**config.mk**
```make
export PLATFORM = sky130hd
export DESIGN_NAME = mips_controller_flat
export DESIGN_NICKNAME = d
export VERILOG_FILES = /design/src/rtl/mips_ctrl_pkg.sv /design/src/rtl/mips_controller_if.sv /design/src/rtl/mips_func_decoder.sv /design/src/rtl/mips_controller.sv /design/src/flat_wrapper.sv
export SDC_FILE = /design/constraint.sdc
export NUM_CORES = 1
export LEC_CHECK = 0
export ABC_AREA = 0
export BUFFER_PORTS_ARGS = -buffer_cell sky130_fd_sc_hd__buf_2
export CORE_ASPECT_RATIO = 1.2
export CORE_MARGIN = 8
export CORE_UTILIZATION = 47
export DETAILED_ROUTE_END_ITERATION = 16
export GPL_TIMING_DRIVEN = 0
export PLACE_DENSITY = 0.86
export RECOVER_POWER = 50
export SLEW_MARGIN = 20
export SYNTH_ARGS = -nofsm -noshare
export SYNTH_HDL_FRONTEND = slang
export SYNTH_SLANG_ARGS = --single-unit
```
**constraint.sdc**
```tcl
create_clock -name clk -period 4.3 [get_ports clk]
set_input_delay 0.215 -clock clk [delete_from_list [all_inputs] [get_ports clk]]
set_output_delay 0.215 -clock clk [all_outputs]
set_load 0.02 [all_outputs]
```
**src/rtl/mips_ctrl_pkg.sv**
```systemverilog
// rtl/mips_ctrl_pkg.sv - opcode/func constants and control encodings for the MIPS32 main decoder
package mips_ctrl_pkg;

  localparam logic [5:0] OP_SPECIAL  = 6'h00;
  localparam logic [5:0] OP_REGIMM   = 6'h01;
  localparam logic [5:0] OP_J        = 6'h02;
  localparam logic [5:0] OP_BEQ      = 6'h04;
  localparam logic [5:0] OP_BNE      = 6'h05;
  localparam logic [5:0] OP_BLEZ     = 6'h06;
  localparam logic [5:0] OP_BGTZ     = 6'h07;
  localparam logic [5:0] OP_ADDI     = 6'h08;
  localparam logic [5:0] OP_ADDIU    = 6'h09;
  localparam logic [5:0] OP_SLTI     = 6'h0A;
  localparam logic [5:0] OP_SLTIU    = 6'h0B;
  localparam logic [5:0] OP_ANDI     = 6'h0C;
  localparam logic [5:0] OP_ORI      = 6'h0D;
  localparam logic [5:0] OP_XORI     = 6'h0E;
  localparam logic [5:0] OP_LUI      = 6'h0F;
  localparam logic [5:0] OP_SPECIAL2 = 6'h1C;
  localparam logic [5:0] OP_SPECIAL3 = 6'h1F;

  localparam logic [5:0] F_SLL   = 6'h00;
  localparam logic [5:0] F_SRL   = 6'h02;
  localparam logic [5:0] F_SRA   = 6'h03;
  localparam logic [5:0] F_SLLV  = 6'h04;
  localparam logic [5:0] F_SRLV  = 6'h06;
  localparam logic [5:0] F_SRAV  = 6'h07;
  localparam logic [5:0] F_ADD   = 6'h20;
  localparam logic [5:0] F_ADDU  = 6'h21;
  localparam logic [5:0] F_SUB   = 6'h22;
  localparam logic [5:0] F_SUBU  = 6'h23;
  localparam logic [5:0] F_AND   = 6'h24;
  localparam logic [5:0] F_OR    = 6'h25;
  localparam logic [5:0] F_XOR   = 6'h26;
  localparam logic [5:0] F_NOR   = 6'h27;
  localparam logic [5:0] F_SLT   = 6'h2A;
  localparam logic [5:0] F_SLTU  = 6'h2B;
  localparam logic [5:0] F_CLZ   = 6'h20;
  localparam logic [5:0] F_CLO   = 6'h21;
  localparam logic [5:0] F_BSHFL = 6'h20;

  localparam logic [4:0] SA_SEB  = 5'h10;
  localparam logic [4:0] SA_SEH  = 5'h18;
  localparam logic [3:0] WEN_ALL = 4'hF;

  typedef enum logic [3:0] {
    ALU_ADD = 4'h0, ALU_ADDU = 4'h1, ALU_SUB = 4'h2, ALU_SUBU = 4'h3,
    ALU_AND = 4'h4, ALU_OR = 4'h5, ALU_XOR = 4'h6, ALU_NOR = 4'h7,
    ALU_SLT = 4'h8, ALU_SLTU = 4'h9, ALU_CLZ = 4'hA, ALU_CLO = 4'hB,
    ALU_SEB = 4'hC, ALU_SEH = 4'hD, ALU_RSVD = 4'hE, ALU_PASS_B = 4'hF
  } alu_op_e;

  typedef enum logic [1:0] {SH_SLL = 2'b00, SH_SRL = 2'b01, SH_SRA = 2'b10, SH_ROTR = 2'b11} shift_op_e;

  typedef enum logic [2:0] {
    COND_NONE = 3'd0, COND_BEQ = 3'd1, COND_BNE = 3'd2, COND_BLTZ = 3'd3,
    COND_BGEZ = 3'd4, COND_BLEZ = 3'd5, COND_BGTZ = 3'd6, COND_RSVD = 3'd7
  } cond_e;

  typedef enum logic [1:0] {B_REG = 2'b00, B_IMM_EXT = 2'b01, B_IMM_HI = 2'b10, B_ZERO = 2'b11} b_sel_e;

  typedef struct packed {
    logic [3:0] wen;
    b_sel_e     b_in_sel;
    logic       extend_sel;
    alu_op_e    alu_op;
    logic       rd_addr_sel;
    logic       shift_amount_sel;
    logic       alu_shift_sel;
    cond_e      condition;
    shift_op_e  shift_op;
    logic       jump;
    logic       rt_addr_sel;
  } ctrl_t;

endpackage

```
**src/rtl/mips_controller_if.sv**
```systemverilog
// rtl/mips_controller_if.sv - instruction fields in, control selects out; Illegal_op only with CTRL_ILLEGAL_OP_EN
interface mips_controller_if;
  logic [5:0] op;
  logic [4:0] Rs;
  logic [4:0] Rt;
  logic [4:0] Shamt;
  logic [5:0] Func;
  logic       Overflow_out;
  logic [3:0] Rd_byte_w_en;
  logic [1:0] B_in_sel;
  logic       Extend_sel;
  logic [3:0] ALU_op;
  logic       Rd_addr_sel;
  logic       Shift_amount_sel;
  logic       ALU_Shift_sel;
  logic [2:0] condition;
  logic [1:0] Shift_op;
  logic       Jump;
  logic       Rt_addr_sel;
  logic       Ovf_sticky;
`ifdef CTRL_ILLEGAL_OP_EN
  logic       Illegal_op;
`endif

  modport master (
    output op, Rs, Rt, Shamt, Func, Overflow_out,
    input  Rd_byte_w_en, B_in_sel, Extend_sel, ALU_op, Rd_addr_sel, Shift_amount_sel,
           ALU_Shift_sel, condition, Shift_op, Jump, Rt_addr_sel, Ovf_sticky
`ifdef CTRL_ILLEGAL_OP_EN
    , input Illegal_op
`endif
  );

  modport slave (
    input  op, Rs, Rt, Shamt, Func, Overflow_out,
    output Rd_byte_w_en, B_in_sel, Extend_sel, ALU_op, Rd_addr_sel, Shift_amount_sel,
           ALU_Shift_sel, condition, Shift_op, Jump, Rt_addr_sel, Ovf_sticky
`ifdef CTRL_ILLEGAL_OP_EN
    , output Illegal_op
`endif
  );
endinterface

```
**src/rtl/mips_func_decoder.sv**
```systemverilog
// rtl/mips_func_decoder.sv - SPECIAL (op=0) Func/Rs/Shamt decode to ALU/shifter controls
module mips_func_decoder
  import mips_ctrl_pkg::*;
(
  input  logic [5:0] func,
  input  logic [4:0] rs,
  input  logic [4:0] shamt,
  output alu_op_e    alu_op,
  output shift_op_e  shift_op,
  output logic       alu_shift_sel,
  output logic       shift_amount_sel,
  output logic       trap,
  output logic       valid
);

  always_comb begin
    alu_op           = ALU_ADD;
    shift_op         = SH_SLL;
    alu_shift_sel    = 1'b0;
    shift_amount_sel = 1'b0;
    trap             = 1'b0;
    valid            = 1'b0;
    case (func)
      F_SLL:  begin valid = 1'b1; alu_shift_sel = 1'b1; shift_op = SH_SLL; end
      // Rs (resp. Shamt for the variable form) selects plain logical shift vs rotate
      F_SRL:  begin
        valid         = (rs == 5'd0) || (rs == 5'd1);
        alu_shift_sel = valid;
        shift_op      = (rs == 5'd1) ? SH_ROTR : (valid ? SH_SRL : SH_SLL);
      end
      F_SRA:  begin valid = 1'b1; alu_shift_sel = 1'b1; shift_op = SH_SRA; end
      F_SLLV: begin valid = 1'b1; alu_shift_sel = 1'b1; shift_amount_sel = 1'b1; shift_op = SH_SLL; end
      F_SRLV: begin
        valid            = (shamt == 5'd0) || (shamt == 5'd1);
        alu_shift_sel    = valid;
        shift_amount_sel = valid;
        shift_op         = (shamt == 5'd1) ? SH_ROTR : (valid ? SH_SRL : SH_SLL);
      end
      F_SRAV: begin valid = 1'b1; alu_shift_sel = 1'b1; shift_amount_sel = 1'b1; shift_op = SH_SRA; end
      F_ADD:  begin valid = 1'b1; alu_op = ALU_ADD; trap = 1'b1; end
      F_ADDU: begin valid = 1'b1; alu_op = ALU_ADDU; end
      F_SUB:  begin valid = 1'b1; alu_op = ALU_SUB; trap = 1'b1; end
      F_SUBU: begin valid = 1'b1; alu_op = ALU_SUBU; end
      F_AND:  begin valid = 1'b1; alu_op = ALU_AND; end
      F_OR:   begin valid = 1'b1; alu_op = ALU_OR; end
      F_XOR:  begin valid = 1'b1; alu_op = ALU_XOR; end
      F_NOR:  begin valid = 1'b1; alu_op = ALU_NOR; end
      F_SLT:  begin valid = 1'b1; alu_op = ALU_SLT; end
      F_SLTU: begin valid = 1'b1; alu_op = ALU_SLTU; end
      default: ;
    endcase
  end

endmodule

```
**src/rtl/mips_controller.sv**
```systemverilog
// rtl/mips_controller.sv - single-cycle MIPS32 main decoder; CTRL_ILLEGAL_OP_EN adds Illegal_op
module mips_controller
  import mips_ctrl_pkg::*;
(
  input  logic               clk,
  input  logic               rst_n,
  mips_controller_if.slave   bus
);

  alu_op_e   fd_alu_op;
  shift_op_e fd_shift_op;
  logic      fd_alu_shift_sel, fd_shift_amount_sel, fd_trap, fd_valid;
  ctrl_t     dec, ctrl;
  logic      legal, trap, suppress;
  logic      ovf_sticky_q, ovf_sticky_d;

  mips_func_decoder u_func_dec (
    .func             (bus.Func),
    .rs               (bus.Rs),
    .shamt            (bus.Shamt),
    .alu_op           (fd_alu_op),
    .shift_op         (fd_shift_op),
    .alu_shift_sel    (fd_alu_shift_sel),
    .shift_amount_sel (fd_shift_amount_sel),
    .trap             (fd_trap),
    .valid            (fd_valid)
  );

  always_comb begin
    dec   = '0;
    legal = 1'b0;
    trap  = 1'b0;
    case (bus.op)
      OP_SPECIAL: begin
        legal                = fd_valid;
        trap                 = fd_trap;
        dec.wen              = WEN_ALL;
        dec.alu_op           = fd_alu_op;
        dec.shift_op         = fd_shift_op;
        dec.alu_shift_sel    = fd_alu_shift_sel;
        dec.shift_amount_sel = fd_shift_amount_sel;
      end
      OP_REGIMM: begin
        legal           = (bus.Rt == 5'd0) || (bus.Rt == 5'd1);
        dec.condition   = (bus.Rt == 5'd0) ? COND_BLTZ : COND_BGEZ;
        dec.rt_addr_sel = 1'b1;
        dec.b_in_sel    = B_ZERO;
        dec.alu_op      = ALU_SUB;
      end
      OP_BEQ, OP_BNE: begin
        legal         = 1'b1;
        dec.condition = (bus.op == OP_BEQ) ? COND_BEQ : COND_BNE;
        dec.alu_op    = ALU_SUB;
      end
      OP_BLEZ, OP_BGTZ: begin
        legal           = (bus.Rt == 5'd0);
        dec.condition   = (bus.op == OP_BLEZ) ? COND_BLEZ : COND_BGTZ;
        dec.rt_addr_sel = 1'b1;
        dec.b_in_sel    = B_ZERO;
        dec.alu_op      = ALU_SUB;
      end
      OP_ADDI, OP_ADDIU, OP_SLTI, OP_SLTIU, OP_ANDI, OP_ORI, OP_XORI: begin
        legal           = 1'b1;
        trap            = (bus.op == OP_ADDI);
        dec.wen         = WEN_ALL;
        dec.rd_addr_sel = 1'b1;
        dec.b_in_sel    = B_IMM_EXT;
        dec.extend_sel  = (bus.op <= OP_SLTIU);
        case (bus.op)
          OP_ADDI:  dec.alu_op = ALU_ADD;
          OP_ADDIU: dec.alu_op = ALU_ADDU;
          OP_SLTI:  dec.alu_op = ALU_SLT;
          OP_SLTIU: dec.alu_op = ALU_SLTU;
          OP_ANDI:  dec.alu_op = ALU_AND;
          OP_ORI:   dec.alu_op = ALU_OR;
          default:  dec.alu_op = ALU_XOR;
        endcase
      end
      OP_LUI: begin
        legal           = 1'b1;
        dec.wen         = WEN_ALL;
        dec.rd_addr_sel = 1'b1;
        dec.b_in_sel    = B_IMM_HI;
        dec.alu_op      = ALU_PASS_B;
      end
      OP_SPECIAL2: begin
        legal      = (bus.Func == F_CLZ) || (bus.Func == F_CLO);
        dec.wen    = WEN_ALL;
        dec.alu_op = (bus.Func == F_CLO) ? ALU_CLO : ALU_CLZ;
      end
      OP_SPECIAL3: begin
        legal      = (bus.Func == F_BSHFL) && ((bus.Shamt == SA_SEB) || (bus.Shamt == SA_SEH));
        dec.wen    = WEN_ALL;
        dec.alu_op = (bus.Shamt == SA_SEH) ? ALU_SEH : ALU_SEB;
      end
      OP_J: begin
        legal    = 1'b1;
        dec.jump = 1'b1;
      end
      default: ;
    endcase
  end

  // Illegal encodings collapse to all-zero; overflow and reset gate only the side-effecting fields
  always_comb begin
    suppress = legal & trap & bus.Overflow_out;
    ctrl     = legal ? dec : '0;
    if (suppress || !rst_n) ctrl.wen = 4'h0;
    if (!rst_n) begin
      ctrl.jump      = 1'b0;
      ctrl.condition = COND_NONE;
    end
  end

  always_comb begin
    ovf_sticky_d = ovf_sticky_q | suppress;
  end

  always_ff @(posedge clk) begin
    if (!rst_n) ovf_sticky_q <= 1'b0;
    else        ovf_sticky_q <= ovf_sticky_d;
  end

  assign bus.Rd_byte_w_en     = ctrl.wen;
  assign bus.B_in_sel         = ctrl.b_in_sel;
  assign bus.Extend_sel       = ctrl.extend_sel;
  assign bus.ALU_op           = ctrl.alu_op;
  assign bus.Rd_addr_sel      = ctrl.rd_addr_sel;
  assign bus.Shift_amount_sel = ctrl.shift_amount_sel;
  assign bus.ALU_Shift_sel    = ctrl.alu_shift_sel;
  assign bus.condition        = ctrl.condition;
  assign bus.Shift_op         = ctrl.shift_op;
  assign bus.Jump             = ctrl.jump;
  assign bus.Rt_addr_sel      = ctrl.rt_addr_sel;
  assign bus.Ovf_sticky       = ovf_sticky_q;
`ifdef CTRL_ILLEGAL_OP_EN
  assign bus.Illegal_op       = rst_n & ~legal;
`endif

endmodule

```
**src/flat_wrapper.sv**
```systemverilog
// flat-port wrapper written by rule: the top's interface ports become plain ports
module mips_controller_flat import mips_ctrl_pkg::*;
  (clk, rst_n, bus_op, bus_Rs, bus_Rt, bus_Shamt, bus_Func, bus_Overflow_out, bus_Rd_byte_w_en, bus_B_in_sel, bus_Extend_sel, bus_ALU_op, bus_Rd_addr_sel, bus_Shift_amount_sel, bus_ALU_Shift_sel, bus_condition, bus_Shift_op, bus_Jump, bus_Rt_addr_sel, bus_Ovf_sticky);
  mips_controller_if bus_i ();
  input  logic clk;
  input  logic rst_n;
  input wire logic [$bits(bus_i.op)-1:0] bus_op;
  input wire logic [$bits(bus_i.Rs)-1:0] bus_Rs;
  input wire logic [$bits(bus_i.Rt)-1:0] bus_Rt;
  input wire logic [$bits(bus_i.Shamt)-1:0] bus_Shamt;
  input wire logic [$bits(bus_i.Func)-1:0] bus_Func;
  input wire logic [$bits(bus_i.Overflow_out)-1:0] bus_Overflow_out;
  output wire logic [$bits(bus_i.Rd_byte_w_en)-1:0] bus_Rd_byte_w_en;
  output wire logic [$bits(bus_i.B_in_sel)-1:0] bus_B_in_sel;
  output wire logic [$bits(bus_i.Extend_sel)-1:0] bus_Extend_sel;
  output wire logic [$bits(bus_i.ALU_op)-1:0] bus_ALU_op;
  output wire logic [$bits(bus_i.Rd_addr_sel)-1:0] bus_Rd_addr_sel;
  output wire logic [$bits(bus_i.Shift_amount_sel)-1:0] bus_Shift_amount_sel;
  output wire logic [$bits(bus_i.ALU_Shift_sel)-1:0] bus_ALU_Shift_sel;
  output wire logic [$bits(bus_i.condition)-1:0] bus_condition;
  output wire logic [$bits(bus_i.Shift_op)-1:0] bus_Shift_op;
  output wire logic [$bits(bus_i.Jump)-1:0] bus_Jump;
  output wire logic [$bits(bus_i.Rt_addr_sel)-1:0] bus_Rt_addr_sel;
  output wire logic [$bits(bus_i.Ovf_sticky)-1:0] bus_Ovf_sticky;
  assign bus_i.op = bus_op;
  assign bus_i.Rs = bus_Rs;
  assign bus_i.Rt = bus_Rt;
  assign bus_i.Shamt = bus_Shamt;
  assign bus_i.Func = bus_Func;
  assign bus_i.Overflow_out = bus_Overflow_out;
  assign bus_Rd_byte_w_en = bus_i.Rd_byte_w_en;
  assign bus_B_in_sel = bus_i.B_in_sel;
  assign bus_Extend_sel = bus_i.Extend_sel;
  assign bus_ALU_op = bus_i.ALU_op;
  assign bus_Rd_addr_sel = bus_i.Rd_addr_sel;
  assign bus_Shift_amount_sel = bus_i.Shift_amount_sel;
  assign bus_ALU_Shift_sel = bus_i.ALU_Shift_sel;
  assign bus_condition = bus_i.condition;
  assign bus_Shift_op = bus_i.Shift_op;
  assign bus_Jump = bus_i.Jump;
  assign bus_Rt_addr_sel = bus_i.Rt_addr_sel;
  assign bus_Ovf_sticky = bus_i.Ovf_sticky;
  mips_controller u_core (.clk(clk), .rst_n(rst_n), .bus(bus_i));
endmodule
```
==> flow_metrics.env <==
export IMPL_run_status="completed"
export IMPL_finalSetupTns_ns=0
export IMPL_ys_ff_latch=1
export IMPL_row_count=17
export IMPL_grt_total_usage_pct=16.4
export IMPL_critPathArrivalTime_ns=2.65
export IMPL_drive_gt1_share_pct=36.9
export IMPL_final_hold_violation_count=0
export IMPL_pin_count=52
export IMPL_hold_buffers=0
export IMPL_postCtsSetupRepairBufs=0
export IMPL_drt_pass1_iterations=4
export IMPL_yosysSeqAreaShare_pct=2.33
export IMPL_rsz0062_at_grt="no"
export IMPL_post_route_period_util_pct=66.7
export IMPL_portBuffers=49
export IMPL_clkTransAtPathRegs_ns=0
export IMPL_powerDensity_nw_per_um2=73.3
export IMPL_diodes=0
export IMPL_synth_edf_count=0
export IMPL_nets=208
export IMPL_largest_reg_flops=1
export IMPL_core_um2=1790
export IMPL_initial_utilization_pct=48.1
export IMPL_syn_avg_cell_area_um2=6.77
export IMPL_yosys_warnings=0
export IMPL_gp_congestion=0.903
export IMPL_crit_required_ns=4.09
export IMPL_hold_path_class="primary input to register"
export IMPL_fmax_mhz=349
export IMPL_synthFlopType="dfxtp_1"
export IMPL_async_flop_share_pct=0
export IMPL_die_h_um=62.8
export IMPL_tightest_slew_ns=0.740
export IMPL_path_max_fanout=10
export IMPL_drc=0
export IMPL_wl_per_cell_um=15.5
export IMPL_drt_iter0_drc=90
export IMPL_viasPerCell=6.23
export IMPL_die_width_um=55.0
export IMPL_dp_hpwl_um=2570
export IMPL_placedCellCount=195
export IMPL_power_mw=0.0799
export IMPL_ant_nets=0
export IMPL_synth_fp_nets=157
export IMPL_dieArea_um2=3460
export IMPL_antenna_found_initial=0
export IMPL_reg2regPathDepth=1
export IMPL_grt_pass1_wl_um=4820
export IMPL_setup_worst_path_start_class="primary input"
export IMPL_area_delta_synth_final_pct=26.8
export IMPL_drv_slew=0
export IMPL_synth_cell_area_um2=860
export IMPL_ir_worst_vdd_mv=0.0479
export IMPL_maxCapViolations=0
export IMPL_crit_path_end_kind="output port"
export IMPL_min_period_ns=2.87
export IMPL_clock_skew_ns=0
export IMPL_syn_inst=127
export IMPL_wl_um=3020
export IMPL_finalSetupViolCount=0
export IMPL_worstSkewPairLatency_ns=0
export IMPL_max_slew_margin_pct=50.2
export IMPL_grt_max_degree=11
export IMPL_hold_depth=2
export IMPL_grt_pass1_vias=1145
export IMPL_p_leak_nw=0.461
export IMPL_post_cts_resized=0
export IMPL_criticalPathCategory="primary input to output port"
export IMPL_stdcell_count=195
export IMPL_grt_overflow=0
export IMPL_synth_cell_types=49
export IMPL_vias=1215
## layout by cell type, fill, tap and decap left out, types with 3 or more instances in the layout
cell type / synthesis / routed
buf_2: 4 / 47
nor2_1: 12 / 12
nand2_1: 11 / 12
a21oi_1: 9 / 9
o21ai_0: 7 / 8
clkbuf_1: 2 / 8
inv_1: 7 / 7
nand3_1: 7 / 7
a211oi_1: 4 / 5
nor2b_1: 3 / 4
nand2b_1: 4 / 4
nor4_1: 3 / 3
nor3_1: 3 / 3
nand4b_1: 3 / 3
o31ai_1: 2 / 3
buf_4: 3 / 3
## metal layers
metal / part of all wire (%) / wire length (um) / GRT usage, %
met3: 11 / 345 / 1.19
met5: 0 / 0 / 0
met4: 1.2 / 36 / 2.41
met2: 50 / 1510 / 29.1
met1: 37 / 1130 / 20.3
## cells by family (layout without fill, tap and decap cells)
family	count (synthesis)	after routing	synth area share (%)
compound gates	40	40	36.2
buf+inv	18	67	10.6
flops	1	1	2.33
simple gates	68	68	50.8
## worst paths after layout
| kind | from | endpoint | slack, ns |
|---|---|---|---|
| worst max-delay path | bus_op[5] | bus_Rd_byte_w_en[1] | 1.43 |
| worst min register to register | u_core.bus.Ovf_sticky | u_core.bus.Ovf_sticky | 0.46 |
| worst min-delay path | rst_n | u_core.bus.Ovf_sticky | 0.44 |
| worst max register to register | u_core.bus.Ovf_sticky | u_core.bus.Ovf_sticky | 3.72 |
## worst max-delay path: stages
cell and delay [ns]:
buf_2 0.10, buf_2 0.17, nor4_4 0.39, nand2_1 0.21
a211oi_1 0.60, o31ai_1 0.32, nor3_2 0.34, buf_4 0.16
buf_2 0.15
## area by class of cell
| cell class | count | area [um2] |
|---|---|---|
| Buffer | 11 | 63.8 |
| Fill cell | 182 | 697 |
| Inverter | 7 | 26.3 |
| Multi-Input combinational cell | 108 | 717 |
| Sequential cell | 1 | 20.0 |
| Tap cell | 19 | 23.8 |
| Timing Repair Buffer | 49 | 239 |
## cells in the mapped netlist (3+ instances only)
cell type  count  area share, %
nand2_1       11            4.8
buf_4          3            2.6
a211oi_1       4            3.5
nor2_1        12            5.2
nor3_1         3            1.7
nor2b_1        3            2.2
a21oi_1        9            5.2
nor4_1         3            2.2
buf_2          4            2.3
o21ai_0        7            4.1
nand3_1        7            4.1
nand2b_1       4            2.9
nand4b_1       3            3.1
inv_1          7            3.1
## where the power goes
group | total, mW | leakage, nW | internal (mW) | switching [mW]
Sequential | 0.00958 | 0.00806 | 0.00954 | 0.0000371
Clock | 0 | 0 | 0 | 0
Combinational | 0.0703 | 0.453 | 0.0277 | 0.0426
Total | 0.0799 | 0.461 | 0.0373 | 0.0426
## metrics by stage
stage | hold slack [ns] | setup slack, ns | instance area, um2 | utilization, %
3_3_place_gp | 0.445 | 1.96 | 1130 | 63.2
5_1_grt | 0.471 | 1.17 | 1090 | 61.0
6_report | 0.440 | 1.43 | 1090 | 61.0
4_1_cts | 0.456 | 1.90 | 1130 | 63.2
3_5_place_dp | 0.461 | 1.91 | 1130 | 63.2
2_1_floorplan | 0.333 | 2.04 | 860 | -
Note: power is estimated with default switching activity, not from simulation.
